==> src/rtl/gfx256_pixel_reader_if.sv <==
`default_nettype none
// ============================================================================
// gfx256_pixel_reader_if : request, memory-bus and pixel-stream signals
// Revision: 1.0
// ============================================================================
interface gfx256_pixel_reader_if #(
   parameter int CNT_W = 16
);
   logic             req_valid_i;
   logic             req_ready_o;
   logic [31:0]      req_addr_i;
   logic [CNT_W-1:0] req_cnt_i;
   logic [5:0]       cbpp_i;
   logic             inval_i;
   logic             m_cyc_o;
   logic             m_stb_o;
   logic [23:0]      m_lin_o;
   logic [31:0]      m_sel_o;
   logic [255:0]     m_dat_i;
   logic             m_ack_i;
   logic             m_err_i;
   logic             pix_valid_o;
   logic             pix_ready_i;
   logic [31:0]      pix_color_o;
   logic             pix_last_o;
   logic             busy_o;
   logic             err_o;

   modport slave (
      input  req_valid_i, req_addr_i, req_cnt_i, cbpp_i, inval_i,
      input  m_dat_i, m_ack_i, m_err_i, pix_ready_i,
      output req_ready_o, m_cyc_o, m_stb_o, m_lin_o, m_sel_o,
      output pix_valid_o, pix_color_o, pix_last_o, busy_o, err_o
   );

   modport master (
      output req_valid_i, req_addr_i, req_cnt_i, cbpp_i, inval_i,
      output m_dat_i, m_ack_i, m_err_i, pix_ready_i,
      input  req_ready_o, m_cyc_o, m_stb_o, m_lin_o, m_sel_o,
      input  pix_valid_o, pix_color_o, pix_last_o, busy_o, err_o
   );
endinterface
`default_nettype wire

==> src/rtl/gfx256_pixel_reader.sv <==
`default_nettype none
// ============================================================================
// gfx256_pixel_reader : streams packed pixels out of a one-line 256-bit cache
// Revision: 1.0
// ============================================================================
module gfx256_pixel_reader #(
   parameter int CNT_W = 16
) (
   input  wire logic             clk_i,
   input  wire logic             rst_ni,
   gfx256_pixel_reader_if.slave  bus
);
   typedef enum logic [1:0] {
      IDLE   = 2'd0,
      FETCH  = 2'd1,
      STREAM = 2'd2
   } state_t;

   state_t           r_state;
   state_t           w_next;
   logic [23:0]      r_line;
   logic [7:0]       r_mb;
   logic [CNT_W-1:0] r_cnt;
   logic [5:0]       r_cbpp;
   logic [255:0]     r_linebuf;
   logic [23:0]      r_tag;
   logic             r_tag_valid;
   logic             r_err;
   logic             r_inval_pend;

   logic             w_accept;
   logic             w_cbpp_ok;
   logic             w_hit;
   logic             w_next_hit;
   logic             w_pix_hs;
   logic [8:0]       w_mb_sum;
   logic [23:0]      w_next_line;
   logic [31:0]      w_mask;
   logic [287:0]     w_ext;

   always_comb begin
      w_cbpp_ok = 1'b0;
      case (bus.cbpp_i)
         6'd1, 6'd2, 6'd4, 6'd8, 6'd16, 6'd32: w_cbpp_ok = 1'b1;
         default:                              w_cbpp_ok = 1'b0;
      endcase
   end

   // A same-cycle or pending invalidate must not let the accept see a stale hit.
   assign w_accept    = bus.req_valid_i & (r_state == IDLE);
   assign w_hit       = r_tag_valid & ~r_inval_pend & ~bus.inval_i
                        & (r_tag == bus.req_addr_i[31:8]);
   assign w_mb_sum    = {1'b0, r_mb} + {3'b000, r_cbpp};
   assign w_next_line = r_line + 24'd1;
   assign w_next_hit  = r_tag_valid & (r_tag == w_next_line);
   assign w_pix_hs    = (r_state == STREAM) & (r_cnt != '0) & bus.pix_ready_i;
   assign w_mask      = (r_cbpp == 6'd32) ? 32'hFFFF_FFFF : ((32'd1 << r_cbpp) - 32'd1);
   assign w_ext       = {32'd0, r_linebuf};

   always_ff @(posedge clk_i or negedge rst_ni) begin
      if (!rst_ni) r_state <= IDLE;
      else         r_state <= w_next;
   end

   always_comb begin
      w_next          = r_state;
      bus.req_ready_o = 1'b0;
      bus.m_cyc_o     = 1'b0;
      bus.m_stb_o     = 1'b0;
      bus.m_lin_o     = 24'd0;
      bus.m_sel_o     = 32'd0;
      bus.pix_valid_o = 1'b0;
      bus.pix_color_o = 32'd0;
      bus.pix_last_o  = 1'b0;
      case (r_state)
         IDLE: begin
            bus.req_ready_o = 1'b1;
            if (w_accept && w_cbpp_ok) begin
               if (bus.req_cnt_i == '0 || w_hit) w_next = STREAM;
               else                              w_next = FETCH;
            end
         end
         FETCH: begin
            bus.m_cyc_o = 1'b1;
            bus.m_stb_o = 1'b1;
            bus.m_lin_o = r_line;
            bus.m_sel_o = 32'hFFFF_FFFF;
            if (bus.m_err_i)      w_next = IDLE;
            else if (bus.m_ack_i) w_next = STREAM;
         end
         STREAM: begin
            // A zero-count request spends exactly one cycle here with no pixel.
            if (r_cnt == '0) begin
               w_next = IDLE;
            end else begin
               bus.pix_valid_o = 1'b1;
               bus.pix_color_o = w_ext[{1'b0, r_mb} +: 32] & w_mask;
               bus.pix_last_o  = (r_cnt == CNT_W'(1));
               if (bus.pix_ready_i) begin
                  if (r_cnt == CNT_W'(1))           w_next = IDLE;
                  else if (w_mb_sum[8] && !w_next_hit) w_next = FETCH;
               end
            end
         end
         default: w_next = IDLE;
      endcase
   end

   assign bus.busy_o = (r_state != IDLE);
   assign bus.err_o  = r_err;

   always_ff @(posedge clk_i or negedge rst_ni) begin
      if (!rst_ni) begin
         r_line       <= 24'd0;
         r_mb         <= 8'd0;
         r_cnt        <= '0;
         r_cbpp       <= 6'd0;
         r_linebuf    <= 256'd0;
         r_tag        <= 24'd0;
         r_tag_valid  <= 1'b0;
         r_err        <= 1'b0;
         r_inval_pend <= 1'b0;
      end else begin
         if (r_state == IDLE && (bus.inval_i || r_inval_pend)) begin
            r_tag_valid  <= 1'b0;
            r_inval_pend <= 1'b0;
         end else if (r_state != IDLE && bus.inval_i) begin
            r_inval_pend <= 1'b1;
         end
         if (w_accept) begin
            r_err  <= ~w_cbpp_ok;
            r_line <= bus.req_addr_i[31:8];
            r_mb   <= bus.req_addr_i[7:0];
            r_cnt  <= bus.req_cnt_i;
            r_cbpp <= bus.cbpp_i;
         end
         if (r_state == FETCH) begin
            if (bus.m_err_i) begin
               r_err       <= 1'b1;
               r_tag_valid <= 1'b0;
            end else if (bus.m_ack_i) begin
               r_linebuf   <= bus.m_dat_i;
               r_tag       <= r_line;
               r_tag_valid <= 1'b1;
            end
         end
         if (w_pix_hs) begin
            r_cnt <= r_cnt - CNT_W'(1);
            r_mb  <= w_mb_sum[7:0];
            if (w_mb_sum[8]) r_line <= w_next_line;
         end
      end
   end
endmodule
`default_nettype wire

==> src/flat_wrapper.sv <==
// flat-port wrapper written by rule: the top's interface ports become plain ports
module gfx256_pixel_reader_flat 
#(
   parameter int CNT_W = 16
)
  (clk_i, rst_ni, bus_req_valid_i, bus_req_addr_i, bus_req_cnt_i, bus_cbpp_i, bus_inval_i, bus_m_dat_i, bus_m_ack_i, bus_m_err_i, bus_pix_ready_i, bus_req_ready_o, bus_m_cyc_o, bus_m_stb_o, bus_m_lin_o, bus_m_sel_o, bus_pix_valid_o, bus_pix_color_o, bus_pix_last_o, bus_busy_o, bus_err_o);
  gfx256_pixel_reader_if #(.CNT_W(CNT_W)) bus_i ();
  input  wire logic clk_i;
  input  wire logic rst_ni;
  input wire logic [$bits(bus_i.req_valid_i)-1:0] bus_req_valid_i;
  input wire logic [$bits(bus_i.req_addr_i)-1:0] bus_req_addr_i;
  input wire logic [$bits(bus_i.req_cnt_i)-1:0] bus_req_cnt_i;
  input wire logic [$bits(bus_i.cbpp_i)-1:0] bus_cbpp_i;
  input wire logic [$bits(bus_i.inval_i)-1:0] bus_inval_i;
  input wire logic [$bits(bus_i.m_dat_i)-1:0] bus_m_dat_i;
  input wire logic [$bits(bus_i.m_ack_i)-1:0] bus_m_ack_i;
  input wire logic [$bits(bus_i.m_err_i)-1:0] bus_m_err_i;
  input wire logic [$bits(bus_i.pix_ready_i)-1:0] bus_pix_ready_i;
  output wire logic [$bits(bus_i.req_ready_o)-1:0] bus_req_ready_o;
  output wire logic [$bits(bus_i.m_cyc_o)-1:0] bus_m_cyc_o;
  output wire logic [$bits(bus_i.m_stb_o)-1:0] bus_m_stb_o;
  output wire logic [$bits(bus_i.m_lin_o)-1:0] bus_m_lin_o;
  output wire logic [$bits(bus_i.m_sel_o)-1:0] bus_m_sel_o;
  output wire logic [$bits(bus_i.pix_valid_o)-1:0] bus_pix_valid_o;
  output wire logic [$bits(bus_i.pix_color_o)-1:0] bus_pix_color_o;
  output wire logic [$bits(bus_i.pix_last_o)-1:0] bus_pix_last_o;
  output wire logic [$bits(bus_i.busy_o)-1:0] bus_busy_o;
  output wire logic [$bits(bus_i.err_o)-1:0] bus_err_o;
  assign bus_i.req_valid_i = bus_req_valid_i;
  assign bus_i.req_addr_i = bus_req_addr_i;
  assign bus_i.req_cnt_i = bus_req_cnt_i;
  assign bus_i.cbpp_i = bus_cbpp_i;
  assign bus_i.inval_i = bus_inval_i;
  assign bus_i.m_dat_i = bus_m_dat_i;
  assign bus_i.m_ack_i = bus_m_ack_i;
  assign bus_i.m_err_i = bus_m_err_i;
  assign bus_i.pix_ready_i = bus_pix_ready_i;
  assign bus_req_ready_o = bus_i.req_ready_o;
  assign bus_m_cyc_o = bus_i.m_cyc_o;
  assign bus_m_stb_o = bus_i.m_stb_o;
  assign bus_m_lin_o = bus_i.m_lin_o;
  assign bus_m_sel_o = bus_i.m_sel_o;
  assign bus_pix_valid_o = bus_i.pix_valid_o;
  assign bus_pix_color_o = bus_i.pix_color_o;
  assign bus_pix_last_o = bus_i.pix_last_o;
  assign bus_busy_o = bus_i.busy_o;
  assign bus_err_o = bus_i.err_o;
  gfx256_pixel_reader #(.CNT_W(CNT_W)) u_core (.clk_i(clk_i), .rst_ni(rst_ni), .bus(bus_i));
endmodule
==> config.mk <==
export PLATFORM = sky130hd
export DESIGN_NAME = gfx256_pixel_reader_flat
export DESIGN_NICKNAME = d
export VERILOG_FILES = /design/src/rtl/gfx256_pixel_reader_if.sv /design/src/rtl/gfx256_pixel_reader.sv /design/src/flat_wrapper.sv
export SDC_FILE = /design/constraint.sdc
export NUM_CORES = 2
export LEC_CHECK = 0
export ABC_AREA = 1
export CORE_MARGIN = 2
export CORE_UTILIZATION = 45
export CTS_CLUSTER_SIZE = 12
export DETAILED_ROUTE_END_ITERATION = 8
export PLACE_DENSITY = 0.67
export SYNTH_ARGS = -nofsm -noshare
export SYNTH_HDL_FRONTEND = slang
export SYNTH_SLANG_ARGS = --single-unit
==> constraint.sdc <==
create_clock -name clk_i -period 5.95 [get_ports clk_i]
set_input_delay 1.4875 -clock clk_i [delete_from_list [all_inputs] [get_ports clk_i]]
set_output_delay 1.4875 -clock clk_i [all_outputs]
set_load 0.01 [all_outputs]
### Yosys cells after proc, flatten, opt, wreduce, memory -nomap -nowiden

Cells that the tools add are included.

| storage, ports and cells | value |
|---|---|
| bits of input ports | 317 |
| word-level logic and storage cells | 98 |
| register bits | 339 |

| cells by class | value |
|---|---|
| mux-type cells | 37 |
| shift operators | 2 |
| add/sub/neg operators | 4 |
| reductions and logical operators | 17 |
| bitwise gates (word level) | 12 |
| eq/ne operators | 16 |

Operator list:

| kind | count |
|---|---|
| variable part select 288 x 9 -> 32 bit | 1 |
| two-way mux 32 bit | 4 |
| two-way mux 24 bit | 4 |
| == test 24 bit | 2 |
| bitwise AND 32 bit | 1 |
| logical NOT 16 bit | 2 |
| two-way mux 16 bit | 2 |
| << shifter 1 x 6 -> 32 bit, first input constant | 1 |
| subtractor 32 x 1 -> 32 bit, second input constant | 1 |
| adder 24 x 1 -> 24 bit, second input constant | 1 |
| == test 16 x 1 -> 1 bit, second input constant | 1 |
| two-way mux 1 bit | 16 |
| two-way mux 2 bit | 8 |
| two-way mux 8 bit | 2 |
| nonzero test 16 bit | 1 |
| subtractor 16 x 1 -> 16 bit, second input constant | 1 |
| == test 6 bit, second input constant | 2 |
| adder 8 x 6 -> 9 bit | 1 |
| bitwise AND 1 bit | 7 |
| == test 6 x 1 -> 1 bit, second input constant | 1 |
| == test 6 x 2 -> 1 bit, second input constant | 1 |
| == test 6 x 3 -> 1 bit, second input constant | 1 |
| == test 6 x 4 -> 1 bit, second input constant | 1 |
| == test 6 x 5 -> 1 bit, second input constant | 1 |
| 15 further kinds | 25 |

### Longest topological paths before layout

| depth | value |
|---|---|
| word-level depth | 10 |
| gate-level depth with buffers | 19 |
| depth with buffers taken out | 19 |

### Worst setup path before layout

OpenSTA, ideal clock, no wires.

| timing path | value |
|---|---|
| kind | register to output |
| from | register u_core.r_state[1] |
| to | output bus_m_lin_o[10] |
| data arrival time | 2.730 ns |
| slack | 1.732 ns |
| stages on the path, launching flop included | 5 |
| cell sequence | dfrtp_1 > nor2_1 > clkinv_1 > clkbuf_1 > nor2_1 |

| on the way | value |
|---|---|
| cells in the longest elaborated chain, start to end | 2 |

RTL lines:

| what | line | source |
|---|---|---|
| start, declared | gfx256_pixel_reader.sv:19 | `state_t r_state;` |
| start signal, assigned | gfx256_pixel_reader.sv:62 | `else r_state <= w_next;` |
| == test 2 x 1 -> 1 bit | gfx256_pixel_reader.sv:75 | `case (r_state)` |
| two-way mux 24 bit | gfx256_pixel_reader.sv:75 |  |
| end, declared | flat_wrapper.sv:22 | `output wire logic [$bits(bus_i.m_lin_o)-1:0] bus_m_lin_o;` |

No other way between the ends.

### Worst setup path in the final report

| timing path | value |
|---|---|
| from | register u_core.r_mb[1] |
| to | output bus_pix_color_o[12] |

| on the way | value |
|---|---|
| cells in the longest elaborated chain, start to end | 4 |

RTL lines:

| what | line | source |
|---|---|---|
| start, declared | gfx256_pixel_reader.sv:22 | `logic [7:0] r_mb;` |
| start signal, assigned | gfx256_pixel_reader.sv:133 | `r_mb <= bus.req_addr_i[7:0];` |
| start signal, assigned | gfx256_pixel_reader.sv:149 | `r_mb <= w_mb_sum[7:0];` |
| variable part select 288 x 9 -> 32 bit | gfx256_pixel_reader.sv:97 | `bus.pix_color_o = w_ext[{1'b0, r_mb} +: 32] & w_mask;` |
| bitwise AND 32 bit | gfx256_pixel_reader.sv:97 |  |
| two-way mux 32 bit | gfx256_pixel_reader.sv:93 | `if (r_cnt == '0) begin` |
| two-way mux 32 bit | gfx256_pixel_reader.sv:75 |  |
| end, declared | flat_wrapper.sv:25 | `output wire logic [$bits(bus_i.pix_color_o)-1:0] bus_pix_color_o;` |

No other way between the ends.

==> results.sh <==
export IMPL_status="finished clean"
export IMPL_drc=0
export IMPL_worst_setup_path_type="register to output pin"
export IMPL_fin_crit_sh=0.9757
export IMPL_setup_tns_ns=0
export IMPL_insertion_delay_ns=0.59
export IMPL_cts_root_buffer="clkbuf_16"
export IMPL_synth_cell_types=50
export IMPL_syn_num_nets=5848
export IMPL_die_h_um=271.6
export IMPL_holdPathStages=2
export IMPL_ys_seq_elements=339
export IMPL_via_per_inst=5.738
export IMPL_drtIter0Drc=4167
export IMPL_drive_gt1_frac=0.04681
export IMPL_max_freq_mhz=172.2
export IMPL_cts_tree="built"
export IMPL_hpwl_mm=116.1
export IMPL_setup_viol=0
export IMPL_seq_area_frac_synth=0.2634
export IMPL_drtAntennaViolNets=0
export IMPL_die_w_um=271.6
export IMPL_port_buffers=411
export IMPL_rsz0062_at_grt="no"
export IMPL_placementRows=98
export IMPL_antenna_found_initial=2
export IMPL_clkTransAtPathRegs_ns=0.06
export IMPL_place_gp_congestion=1.089
export IMPL_numCtsBuffers=41
export IMPL_clockBufferDepth=3
export IMPL_syn_area_mm2=0.03221
export IMPL_required_ns=4.46
export IMPL_grt_pass1_wl_mm=222.6
export IMPL_slew_headroom=0.02632
export IMPL_syn_inst=5520
export IMPL_min_path_type="register to register"
export IMPL_design_core_area_mm2=0.07112
export IMPL_gr_total_overflow=0
export IMPL_r2r_slack_ns=2.33
export IMPL_slew_violations=0
export IMPL_yosys_warnings=0
export IMPL_crit_path_start_kind="register"
export IMPL_h_tree_depth=2
export IMPL_synth_edf_count=0
export IMPL_grt_pass1_vias=35994
export IMPL_grt_max_degree=145
export IMPL_dieArea_mm2=0.07374
export IMPL_async_flop_share=1.000
export IMPL_finalHoldViolCount=0
export IMPL_critPathMaxFanout=51
export IMPL_syn_avg_cell_area_um2=5.836
export IMPL_period_minus_slack_ns=5.806
export IMPL_wl_per_cell_um=22.56
export IMPL_ys_flop_type="dfrtp_1"
export IMPL_pin_count=412
export IMPL_n_fill_cell=7486
export IMPL_rr_worst_depth=12
export IMPL_arrival_ns=4.32
export IMPL_tightest_slew_ns=1.445
export IMPL_maxCapViolations=0
export IMPL_drt_first_pass_iters=9
export IMPL_nets=5980
export IMPL_grt_usage=0.3962
export IMPL_wirelength_mm=149.6
export IMPL_skew_ns=0.02133
export IMPL_syn_to_final_growth_pct=18.19
export IMPL_clock_sinks=339
export IMPL_num_vias=38060
export IMPL_start_util=0.4529
export IMPL_end_kind="output pin"
==> logic make-up after synthesis <==
group / after synthesis / share of synthesized area
AND/OR/NAND/NOR: 3216 / 0.4119
AO/OA/AOI/OAI: 1078 / 0.1800
buffers and inverters: 764 / 0.1036
flip-flops: 339 / 0.2634
multiplexers: 77 / 0.02591
XOR/XNOR: 35 / 0.01080
adder cells (fa/ha/maj): 11 / 0.004506
==> path summary, 6_finish.rpt <==
path / start / end
max in group asynchronous: rst_ni / u_core.r_linebuf[189]
min in group asynchronous: rst_ni / u_core.r_linebuf[130]
max reg2reg: u_core.r_mb[0] / u_core.r_line[9]
min reg2reg: u_core.r_tag[19] / u_core.r_tag[19]
min: u_core.r_tag[19] / u_core.r_tag[19]
max: u_core.r_mb[1] / bus_pix_color_o[12]
==> stage by stage <==
stage / utilization / instances / hold slack, ns / setup WS (ns) / instance area (um2)
finish: 0.5353 / 6633 / 0.4869 / 0.1445 / 38070
global route: 0.5353 / 6632 / 0.4957 / 0.009696 / 38070
CTS: 0.5347 / 6630 / 0.4901 / 0.1717 / 38030
detailed placement: 0.5146 / 6557 / 0.4770 / 0.7895 / 36600
global placement: 0.5146 / 6557 / 0.4691 / 0.7932 / 36600
floorplan: - / 5520 / 0.4530 / 1.732 / 32210
==> cells in the mapped netlist, types with 14 or more instances <==
cell type,count,area [um2]
xnor2_1,14,122.6
inv_1,340,1276
buf_2,65,325.3
or2_2,29,181.4
buf_1,74,277.8
o211ai_1,115,863.3
o21ai_0,366,1832
nor3_1,33,165.2
xor2_1,18,157.7
mux2_2,51,574.3
or2_1,28,175.2
clkbuf_1,192,720.7
buf_4,57,427.9
buf_6,23,259.0
o21ai_1,272,1361
dfrtp_1,339,8483
mux2i_1,26,260.3
nand3_1,584,2923
nand2_1,1964,7372
nor2_1,471,1768
a31oi_1,14,87.58
a21oi_1,278,1391
nand4_1,70,437.9
==> worst max-delay path: stages, from the launching register on <==
cell	delay, ns
dfrtp_4	0.60
inv_6	0.34
buf_4	0.37
nand2_1	0.09
nand2_1	0.12
nor2_1	0.05
a31oi_1	0.51
nand2_1	0.15
nand3_1	0.10
nand3_1	0.10
nor3_1	0.24
nor2_1	0.24
nor2_1	0.20
clkdlybuf4s50_1	0.56
==> sequential cells by signal, summed over array words and instances (netlist names) <==
name and cells:
u_core.r_linebuf 256, u_core.r_line 24, u_core.r_tag 24, u_core.r_cnt 16
u_core.r_mb 8, u_core.r_cbpp 6, u_core.r_state 2, u_core.bus.err_o 1
u_core.r_inval_pend 1, u_core.r_tag_valid 1
==> what timing repair did <==
item,in CTS,in global routing
buffers inserted,0,1
gates resized for setup,0,3
setup endpoints to repair,0,6
hold buffers,0,0
==> cell usage in the layout, fill, tap and decap left out, drive strengths merged, types with 3 or more instances in the layout <==
cell type and n:
xnor3 3, clkbuf 62, clkdlybuf4s50 410, bufinv 4, clkinv 12, a31oi 14, ha 10, a21oi 278
xnor2 14, nand4 70, nor3b 4, mux2 51, o21a 9, nor4 8, o211ai 116, nor2 478
nand3 584, mux2i 26, a22oi 6, and3 5, inv 349, dfrtp 339, or2 59, buf 89
nand2 1965, and2 7, xor2 18, o21ai 638, o221ai 5, nor3 33
==> final cells by class <==
type | instances | area (um2) | area share
multi-input cells | 4417 | 20440 | 0.5368
flip-flops and latches | 339 | 8498 | 0.2232
repair buffers | 500 | 5175 | 0.1359
inverters | 353 | 1340 | 0.03520
clock buffers | 61 | 1252 | 0.03290
well taps | 950 | 1189 | 0.03122
clock inverters | 12 | 178.9 | 0.004700
diodes | 1 | 2.502 | 0.00006573
==> layer usage <==
layer,global-route usage,up-vias,share of wire
met2,0.6588,1618,0.46
met4,0.2717,2,0.082
met5,0,-,0.000087
met1,0.4789,17696,0.39
li1,-,18328,-
met3,0.04927,416,0.065
Power is not shown: default switching activity piles up to over one toggle a cycle in this logic, so the estimate is an artifact.
